<file path="src/rtl/axis_video_out.sv">
// AXI-Stream 24-bit pixel sink locked to a free-running raster generator.
// Buffers beats in a small FIFO and drives RGB/DE/HSYNC/VSYNC.
module axis_video_out #(
    parameter int   H_ACTIVE   = 32,
    parameter int   H_FP       = 2,
    parameter int   H_SYNC     = 4,
    parameter int   H_BP       = 2,
    parameter int   V_ACTIVE   = 24,
    parameter int   V_FP       = 1,
    parameter int   V_SYNC     = 2,
    parameter int   V_BP       = 1,
    parameter int   FIFO_DEPTH = 16,
    parameter logic SYNC_POL   = 1'b1
) (
    input  logic                          clk,
    input  logic                          rst,
    input  logic                          enable,
    input  logic [23:0]                   s_axis_tdata,
    input  logic                          s_axis_tvalid,
    output logic                          s_axis_tready,
    input  logic                          s_axis_tlast,
    input  logic                          s_axis_tuser,
    output logic [23:0]                   vid_rgb,
    output logic                          vid_de,
    output logic                          vid_hsync,
    output logic                          vid_vsync,
    output logic                          locked,
    output logic [15:0]                   underflow_count,
    output logic [15:0]                   resync_count,
    output logic [$clog2(FIFO_DEPTH):0]   fifo_level
);

    localparam int H_TOTAL = H_ACTIVE + H_FP + H_SYNC + H_BP;
    localparam int V_TOTAL = V_ACTIVE + V_FP + V_SYNC + V_BP;
    localparam int HW = $clog2(H_TOTAL);
    localparam int VW = $clog2(V_TOTAL);
    localparam int AW = $clog2(FIFO_DEPTH);
    localparam int LW = AW + 1;
    localparam int HS_START = H_ACTIVE + H_FP;
    localparam int HS_END = HS_START + H_SYNC;
    localparam int VS_START = V_ACTIVE + V_FP;
    localparam int VS_END = VS_START + V_SYNC;

    typedef enum logic [1:0] {SEEK, WAIT_SOF, LOCKED} state_t;

    state_t state, state_n;

    logic [25:0]   mem [FIFO_DEPTH];
    logic [AW-1:0] wr_ptr, rd_ptr;
    logic [LW-1:0] count;
    logic          full, head_valid, push, pop;
    logic [25:0]   head;
    logic          head_user, head_last;
    logic [23:0]   head_data;

    logic [HW-1:0] h_cnt;
    logic [VW-1:0] v_cnt;
    logic          sof_pos, eol_pos, active, hs_on, vs_on;
    logic          mismatch, show, uf_evt, rs_evt;

    assign full       = (count == LW'(FIFO_DEPTH));
    assign head_valid = (count != '0);
    assign s_axis_tready = ~rst & ~full;
    assign push       = s_axis_tvalid & s_axis_tready;
    assign head       = mem[rd_ptr];
    assign head_user  = head[25];
    assign head_last  = head[24];
    assign head_data  = head[23:0];
    assign fifo_level = count;
    assign locked     = (state == LOCKED);

    assign sof_pos = (h_cnt == '0) && (v_cnt == '0);
    assign eol_pos = (h_cnt == HW'(H_ACTIVE - 1));
    assign active  = (h_cnt < HW'(H_ACTIVE)) && (v_cnt < VW'(V_ACTIVE));
    assign hs_on   = (h_cnt >= HW'(HS_START)) && (h_cnt < HW'(HS_END));
    assign vs_on   = (v_cnt >= VW'(VS_START)) && (v_cnt < VW'(VS_END));
    assign mismatch = (head_user != sof_pos) || (head_last != eol_pos);

    // Beat storage; contents need no reset since the pointers define validity
    always_ff @(posedge clk) begin
        if (push) mem[wr_ptr] <= {s_axis_tuser, s_axis_tlast, s_axis_tdata};
    end

    // FIFO pointers and occupancy
    always_ff @(posedge clk or posedge rst) begin
        if (rst) begin
            wr_ptr <= '0;
            rd_ptr <= '0;
            count  <= '0;
        end else begin
            if (push) wr_ptr <= wr_ptr + 1'b1;
            if (pop) rd_ptr <= rd_ptr + 1'b1;
            case ({push, pop})
                2'b10:   count <= count + 1'b1;
                2'b01:   count <= count - 1'b1;
                default: count <= count;
            endcase
        end
    end

    // Free-running raster counters, parked at the origin while disabled
    always_ff @(posedge clk or posedge rst) begin
        if (rst) begin
            h_cnt <= '0;
            v_cnt <= '0;
        end else if (!enable) begin
            h_cnt <= '0;
            v_cnt <= '0;
        end else if (h_cnt == HW'(H_TOTAL - 1)) begin
            h_cnt <= '0;
            v_cnt <= (v_cnt == VW'(V_TOTAL - 1)) ? '0 : v_cnt + 1'b1;
        end else begin
            h_cnt <= h_cnt + 1'b1;
        end
    end

    // Lock state register
    always_ff @(posedge clk or posedge rst) begin
        if (rst) state <= SEEK;
        else     state <= state_n;
    end

    // Lock decisions: pops, displayed beat and error events
    always_comb begin
        state_n = state;
        pop     = 1'b0;
        show    = 1'b0;
        uf_evt  = 1'b0;
        rs_evt  = 1'b0;
        if (!enable) begin
            state_n = SEEK;
        end else begin
            case (state)
                SEEK: begin
                    if (head_valid) begin
                        if (head_user) state_n = WAIT_SOF;
                        else           pop = 1'b1;
                    end
                end
                WAIT_SOF: begin
                    if (sof_pos && head_valid) begin
                        pop     = 1'b1;
                        show    = 1'b1;
                        state_n = LOCKED;
                        if (mismatch) begin
                            rs_evt  = 1'b1;
                            state_n = SEEK;
                        end
                    end
                end
                LOCKED: begin
                    if (active) begin
                        if (!head_valid) begin
                            uf_evt  = 1'b1;
                            state_n = SEEK;
                        end else begin
                            pop  = 1'b1;
                            show = 1'b1;
                            if (mismatch) begin
                                rs_evt  = 1'b1;
                                state_n = SEEK;
                            end
                        end
                    end
                end
                default: state_n = SEEK;
            endcase
        end
    end

    // Registered video pins, one clock behind the raster counters
    always_ff @(posedge clk or posedge rst) begin
        if (rst) begin
            vid_rgb   <= '0;
            vid_de    <= 1'b0;
            vid_hsync <= ~SYNC_POL;
            vid_vsync <= ~SYNC_POL;
        end else begin
            vid_rgb   <= show ? head_data : 24'd0;
            vid_de    <= enable & active;
            vid_hsync <= (enable & hs_on) ? SYNC_POL : ~SYNC_POL;
            vid_vsync <= (enable & vs_on) ? SYNC_POL : ~SYNC_POL;
        end
    end

    // Saturating event counters
    always_ff @(posedge clk or posedge rst) begin
        if (rst) begin
            underflow_count <= '0;
            resync_count    <= '0;
        end else begin
            if (uf_evt && underflow_count != 16'hFFFF)
                underflow_count <= underflow_count + 16'd1;
            if (rs_evt && resync_count != 16'hFFFF)
                resync_count <= resync_count + 16'd1;
        end
    end

endmodule

</file>
<file path="config.mk">
export PLATFORM = sky130hd
export DESIGN_NAME = axis_video_out
export DESIGN_NICKNAME = d
export VERILOG_FILES = /design/src/rtl/axis_video_out.sv
export SDC_FILE = /design/constraint.sdc
export NUM_CORES = 1
export LEC_CHECK = 0
export ABC_CLOCK_PERIOD_IN_PS = 4900
export CAP_MARGIN = 40
export CORE_ASPECT_RATIO = 0.7
export CORE_UTILIZATION = 44
export DETAILED_ROUTE_END_ITERATION = 8
export PLACE_DENSITY = 0.6
export SLEW_MARGIN = 10
export SYNTH_ARGS = -nofsm -noshare
export SYNTH_HDL_FRONTEND = slang
export SYNTH_SLANG_ARGS = --single-unit
</file>
<file path="constraint.sdc">
create_clock -name clk -period 4.9 [get_ports clk]
set_clock_uncertainty 0.05 [all_clocks]
set_input_delay 0.98 -clock clk [delete_from_list [all_inputs] [get_ports clk]]
set_output_delay 0.98 -clock clk [all_outputs]
set_load 0.05 [all_outputs]
</file>
==> results of run 1 <==
[logic make-up (layout without fill, tap and decap cells)]
logic type,after synthesis,after routing,share of synthesized area
adder cells (fa/ha/maj),22,22,0.0142
XOR/XNOR,48,48,0.0211
AND/OR/NAND/NOR,183,183,0.0495
flip-flops,501,501,0.734
multiplexers,158,158,0.122
buffers and inverters,75,246,0.0162
AO/OA/AOI/OAI,129,129,0.0427
[stage by stage]
stage / std cells / total power [W] / setup WS, ps
final: 1881 / 0.0121 / 1150
after floorplan: 1116 / 0.00737 / -391
after CTS: 1881 / 0.0122 / 1160
after global routing: 1881 / 0.0127 / 952
after global placement: 1786 / 0.00831 / 1110
after detailed placement: 1793 / 0.00836 / 1110
[registers in the layout, indices dropped and copies added (netlist names), 2 cells and up]
register         flops
mem                416
vid_rgb             24
resync_count        16
underflow_count     16
h_cnt                6
fifo_level           5
v_cnt                5
rd_ptr               4
wr_ptr               4
state                2
[power by group through the flow]
stage / registers (W) / clock network, W / logic, W
floorplan: 0.00519 / 0 / 0.00218
global placement: 0.00527 / 0 / 0.00304
detailed placement: 0.00527 / 0 / 0.00309
CTS: 0.00519 / 0.00396 / 0.00310
global route: 0.00522 / 0.00412 / 0.00332
finish: 0.00519 / 0.00387 / 0.00309
[final cells by class]
| type | count | area, um2 | area share |
|---|---|---|---|
| Sequential cell | 501 | 14600 | 0.620 |
| Multi-Input combinational cell | 540 | 5050 | 0.214 |
| Timing Repair Buffer | 134 | 1420 | 0.0603 |
| Clock buffer | 54 | 1280 | 0.0545 |
| Tap cell | 594 | 743 | 0.0315 |
| Clock inverter | 34 | 367 | 0.0155 |
| Inverter | 24 | 92.6 | 0.00393 |
[worst reg2reg max path, cell delays in order (launching register included)]
cell and delay, ps:
dfrtp_2 910, mux4_2 600, mux2i_1 130, mux2_2 210, a21oi_1 120, nor3_4 240
ha_1 300, inv_1 110, fa_1 400, inv_1 70, a21o_1 100, a21oi_1 70
xnor2_1 140, nor2_1 70, xnor2_1 130
[worst max-delay path by stage]
stage / cells past startpoint / slack [ps] / end / start
2_1_floorplan: 5 / -390 / mem[0][0] / rst
3_3_place_gp: 7 / 1110 / mem[8][4] / rst
3_5_place_dp: 8 / 1110 / mem[10][25] / rst
4_1_cts: 14 / 1160 / fifo_level[4] / rd_ptr[2]
5_1_grt: 14 / 950 / fifo_level[4] / rd_ptr[2]
6_report: 14 / 1150 / fifo_level[4] / rd_ptr[2]
[cells in the final DEF, fill, tap and decap left out, types with 3 or more instances in the layout]
cell / n
buf_16: 7
nor3_2: 5
a21oi_1: 47
mux2i_1: 69
o21ai_1: 3
edfxtp_1: 416
xnor2_1: 33
nand3_1: 21
clkinv_2: 18
dfrtp_1: 81
nor2_4: 4
ha_1: 21
dfrtp_2: 3
o221ai_1: 40
clkinvlp_4: 3
nand2_1: 50
nor3_1: 9
clkbuf_8: 4
clkinv_1: 4
and2_1: 9
inv_1: 23
nor2_1: 24
clkdlybuf4s50_1: 95
o21ai_0: 25
mux4_2: 65
buf_12: 3
clkbuf_16: 49
nor2b_1: 5
buf_4: 29
xor2_1: 15
a32oi_1: 3
mux2_2: 23
and3_1: 13
bufinv_16: 7
nor3b_1: 3
and2_2: 4
nand4_1: 14
nor4_2: 5
[routing by layer]
layer	track usage	share of wire	vias up	wire, um
met5	0	0	-	0
met4	0.0381	0.011	0	504
met3	0.0374	0.056	44	2550
met2	0.287	0.44	283	20000
met1	0.310	0.49	5518	22200
li1	-	-	4671	-
==> flow_summary.toml, run 1 <==
[outcome]
status = "finished clean"

[final_layout]
nFillCells = 3485
stdcell_area_um2 = 23600
post-route-util = 0.535
fin_nets = 1300
areaGrowthSynthToFinish_pct = 18.5
insertedDiodeCount = 0
drive_gt1_frac = 0.189

[sta]
hold_viol_final = 0
min_period_ps = 3750
drv_slew = 0
fin_tns_setup_ps = 0
rsz0062_at_grt = "no"
slew_headroom = 0.383
fin_crit_sh = 0.765
finalSetupViolations = 0
hold_ws_ps = 447
worstMarginPinSlew_ps = 926
fmax_mhz = 267

[floorplanning]
initial_core_util = 0.451
dieWidth_um = 256
fp-row-count = 64
pin_count = 96
core_area_um2 = 44100
dieArea_um2 = 46100
die_y_um = 180

[pwr]
pwr-share-clk = 0.319
power.density_nw_per_um2 = 515
leakage_nw = 8.20
share_comb_of_total_power = 0.254
p_sw_w = 0.00373
p_int_w = 0.00842
ir_drop_mv = 0.290
seq_power_share = 0.427
switching_share = 0.307

[setup_path]
critPathArrivalTime_ps = 4150
r2r_start = "rd_ptr[2]"
max_stage_delay_ps = 910
cp_max_fo = 29
r2r-end = "fifo_level[4]"
start_kind = "register"
worstSetupEndpointType = "register"
crit_family = "multiplexers"
reg2regPathDepth = 14
cp.required_ps = 5310
crit_buf_inv = 2
cp_slowest_cell = "dfrtp_2"
r2r_setup_slack_ps = 1150
crit_type = "register to register"
cp_cell_sequence = "mux4_2 > mux2i_1 > mux2_2 > a21oi_1 > nor3_4 > ha_1 > inv_1 > fa_1 > inv_1 > a21o_1 > a21oi_1 > xnor2_1 > nor2_1 > xnor2_1"

[logic_synthesis]
yosys.area.top_type_share = 0.628
synth_area_leaders = "edfxtp_1 (63%), dfrtp_1 (11%), mux4_2 (7.4%), mux2i_1 (3.5%), o221ai_1 (1.8%)"
ys_ff_latch = 501
synth_nets = 1168
netlist_area_um2 = 19900
synth.most_common_cell = "edfxtp_1"
async_reset_ff_frac = 0.170
yosys-top-cells-count = "edfxtp_1 (416), dfrtp_1 (85), mux2i_1 (69), mux4_2 (65), nand2_1 (50)"
syn_inst = 1116
synth_edf_count = 416
synth_largest_area_cell = "edfxtp_1"
syn_area_per_cell_um2 = 17.8
synth_ff_type = "edfxtp_1"
synth.distinct_cells = 58
yosys_warnings = 0
ys_seq_area_frac = 0.734

[min_path]
worstHoldPathType = "register to register"
min_to = "resync_count[7]"
hold_path_startpoint = "resync_count[7]"
hold_depth = 1

[clock_tree]
cts_hold_buf = 0
post_cts_buffers = 0
path_clk_slew_ps = 70
cts_tree = "done"
cts.sinks = 501
clk_latency_ps = 570
ctsRootBufferMaster = "clkbuf_16"
h-tree-depth = 2
post_cts_resized = 0
numCtsBuffers = 47
clockBufferDepth = 3

[run]
drv_cap = 0

[global_routing]
grt_pass1_vias = 10300
antenna_found_initial = 0
grt_pass1_wl_um = 68000
overflow = 0
grt_max_degree = 48
grt_usage = 0.197

[place]
port_buffers = 95
postPlaceCellArea_um2 = 21900
place_hpwl_um = 27200
gp_congestion = 0.770

[drt]
first_pass_iters = 5
drt-total-wl_um = 45200
ant_nets = 0
vias = 10500
vias_per_cell = 5.59
routedWlPerCell_um = 24.0
drt_iter0_markers = 876
drc_errors = 0
No activity file was read; power rests on OpenSTA's default activity.
==> inputs of run 2 (changes only) <==
- ABC_CLOCK_PERIOD_IN_PS: 4900 -> 3200
- PLACE_DENSITY: 0.6 -> 0.63
- clock period: 4.9 -> 3.2 ns (I/O delays scaled with it)
==> run 2 against run 1 <==
Power rose by 50%. Final area grew 0.16%. Cell count rose by 0.27%. Sequential share of layout area is 0.086 points lower. Setup slack got worse by 1100 ps. Highest routed layer is now met5.
==> flow_summary.toml, run 2 (synthesized netlist as in run 1, its figures left out) <==
[min_path]
hold_depth = 1
hold_path_startpoint = "h_cnt[0]"
worstHoldPathType = "register to register"

[clock_tree]
numCtsBuffers = 47
path_clk_slew_ps = 60
h-tree-depth = 2
ctsRootBufferMaster = "clkbuf_16"
cts_tree = "done"
cts.sinks = 501
clk_latency_ps = 570
clockBufferDepth = 3

[place]
gp_congestion = 0.780
postPlaceCellArea_um2 = 22100
place_hpwl_um = 24100
place_worst_setup_slack_ps = 40.5
port_buffers = 95

[pwr]
seq_power_share = 0.428
p_int_w = 0.0126
ir_drop_mv = 0.541
share_comb_of_total_power = 0.277
leakage_nw = 8.16
p_sw_w = 0.00557
switching_share = 0.306
pwr-share-clk = 0.294
power.density_nw_per_um2 = 770

[setup_path]
max_stage_delay_ps = 520
cp_max_fo = 6
critPathArrivalTime_ps = 3520
reg2regPathDepth = 14
crit_buf_inv = 2
cp_cell_sequence = "mux4_2 > mux2i_1 > mux2_4 > a21oi_4 > nor3_4 > ha_4 > inv_4 > fa_2 > inv_1 > a21o_1 > a21oi_2 > xnor2_1 > nor2_1 > xnor2_1"
start_kind = "register"
crit_type = "register to register"
cp_slowest_cell = "mux4_2"
startpoint = "rd_ptr[2]"
worstSetupEndpointType = "register"
cp.depth = 14
cp.required_ps = 3600
cpMostUsedCell = "xnor2_1"
crit_family = "multiplexers"
r2r_start = "rd_ptr[2]"

[global_routing]
grt_usage = 0.189
use_met1 = 0.293
grt_pass1_wl_um = 65700
overflow = 0
grt_max_degree = 97
antenna_found_initial = 0
grt.busiest_layer = "met1"
met2_usage = 0.279
grt_pass1_vias = 10400
grtUsageMet3 = 0.0306

[final_layout]
seqCellArea_um2 = 14600
final_common_cell = "edfxtp_1"
fin_nets = 1306
multi_input_area_um2 = 5160
nFillCells = 3454
largest_register = "mem"
stdcell_area_um2 = 23600
largest_register_ffs = 416
areaGrowthSynthToFinish_pct = 18.7
final_cell_mix = "edfxtp_1 (416), clkdlybuf4s50_1 (94), dfrtp_1 (78)"
largest_registers = "mem x416, vid_rgb x24"
insertedDiodeCount = 0
post-route-util = 0.535
drive_gt1_frac = 0.187

[drt]
routedWlPerCell_um = 22.8
drc_errors = 0
vias = 10400
vias_per_cell = 5.51
drt-total-wl_um = 43000
ant_nets = 0
first_pass_iters = 7
drt_iter0_markers = 894

[floorplanning]
core_area_um2 = 44100
pin_count = 96
die_y_um = 180
dieWidth_um = 256
dieArea_um2 = 46100
initial_core_util = 0.451
fp-row-count = 64

[sta]
hold_ws_ps = 449
drv_slew = 0
fmax_mhz = 320
min_period_ps = 3120
hold_viol_final = 0
fin_crit_sh = 0.975
timing.final.ws_setup_ps = 79.2
finalSetupViolations = 0
slew_headroom = 0.464
worstMarginPinSlew_ps = 804
rsz0062_at_grt = "yes"

[run]
drv_cap = 0

[outcome]
status = "finished clean"
[run 2: worst paths after layout]
path | to | slack [ps]
hold reg to reg | h_cnt[0] | 450
max in group asynchronous | vid_rgb[0] | 1880
hold / removal | h_cnt[0] | 450
min in group asynchronous | fifo_level[4] | 570
setup / recovery | fifo_level[4] | 80
setup reg to reg | fifo_level[4] | 80
[run 2: layout make-up]
type,instances,share of cell area
Clock buffer,69,0.0554
Clock inverter,18,0.00678
Inverter,24,0.00413
Multi-Input combinational cell,540,0.218
Sequential cell,501,0.619
Tap cell,594,0.0315
Timing Repair Buffer,140,0.0647
[run 2: worst register-to-register path: cells and delay by family, from the launching register on]
kind,cells,cell delay [ps]
AOI/OAI and AO/OA,3,220
and+or+nand+nor,2,370
buffers and inverters,2,100
muxes,3,930
DFF,1,470
adders and majority gates,2,570
xor gates and xnor gates,2,290
[run 2: metal layers]
metal	up-vias	wire length (um)
met2	231	19000
met3	56	2000
met1	5411	21200
li1	4697	-
met5	-	51
met4	2	683
[run 2: what timing repair did]
| item | in CTS | in global routing |
|---|---|---|
| hold endpoints to repair | 0 | 0 |
| setup buffers | 0 | 4 |
| hold buffers | 0 | 0 |
| gates resized for setup | 0 | 9 |
| endpoints found under the setup margin | 0 | 2 |
[run 2: power by group through the flow]
| stage | registers, W | clock network (W) | logic (W) |
|---|---|---|---|
| after floorplan | 0.00794 | 0 | 0.00346 |
| after global placement | 0.00791 | 0 | 0.00490 |
| after detailed placement | 0.00793 | 0 | 0.00496 |
| after CTS | 0.00779 | 0.00546 | 0.00497 |
| after global routing | 0.00784 | 0.00571 | 0.00543 |
| final | 0.00779 | 0.00535 | 0.00504 |
[run 2: through the flow]
step	power (W)	instances	TNS (ps)
3_5_place_dp	0.0129	1795	0
6_report	0.0182	1886	0
5_1_grt	0.0190	1886	-99.8
3_3_place_gp	0.0128	1795	0
2_1_floorplan	0.0114	1116	0
4_1_cts	0.0182	1882	0
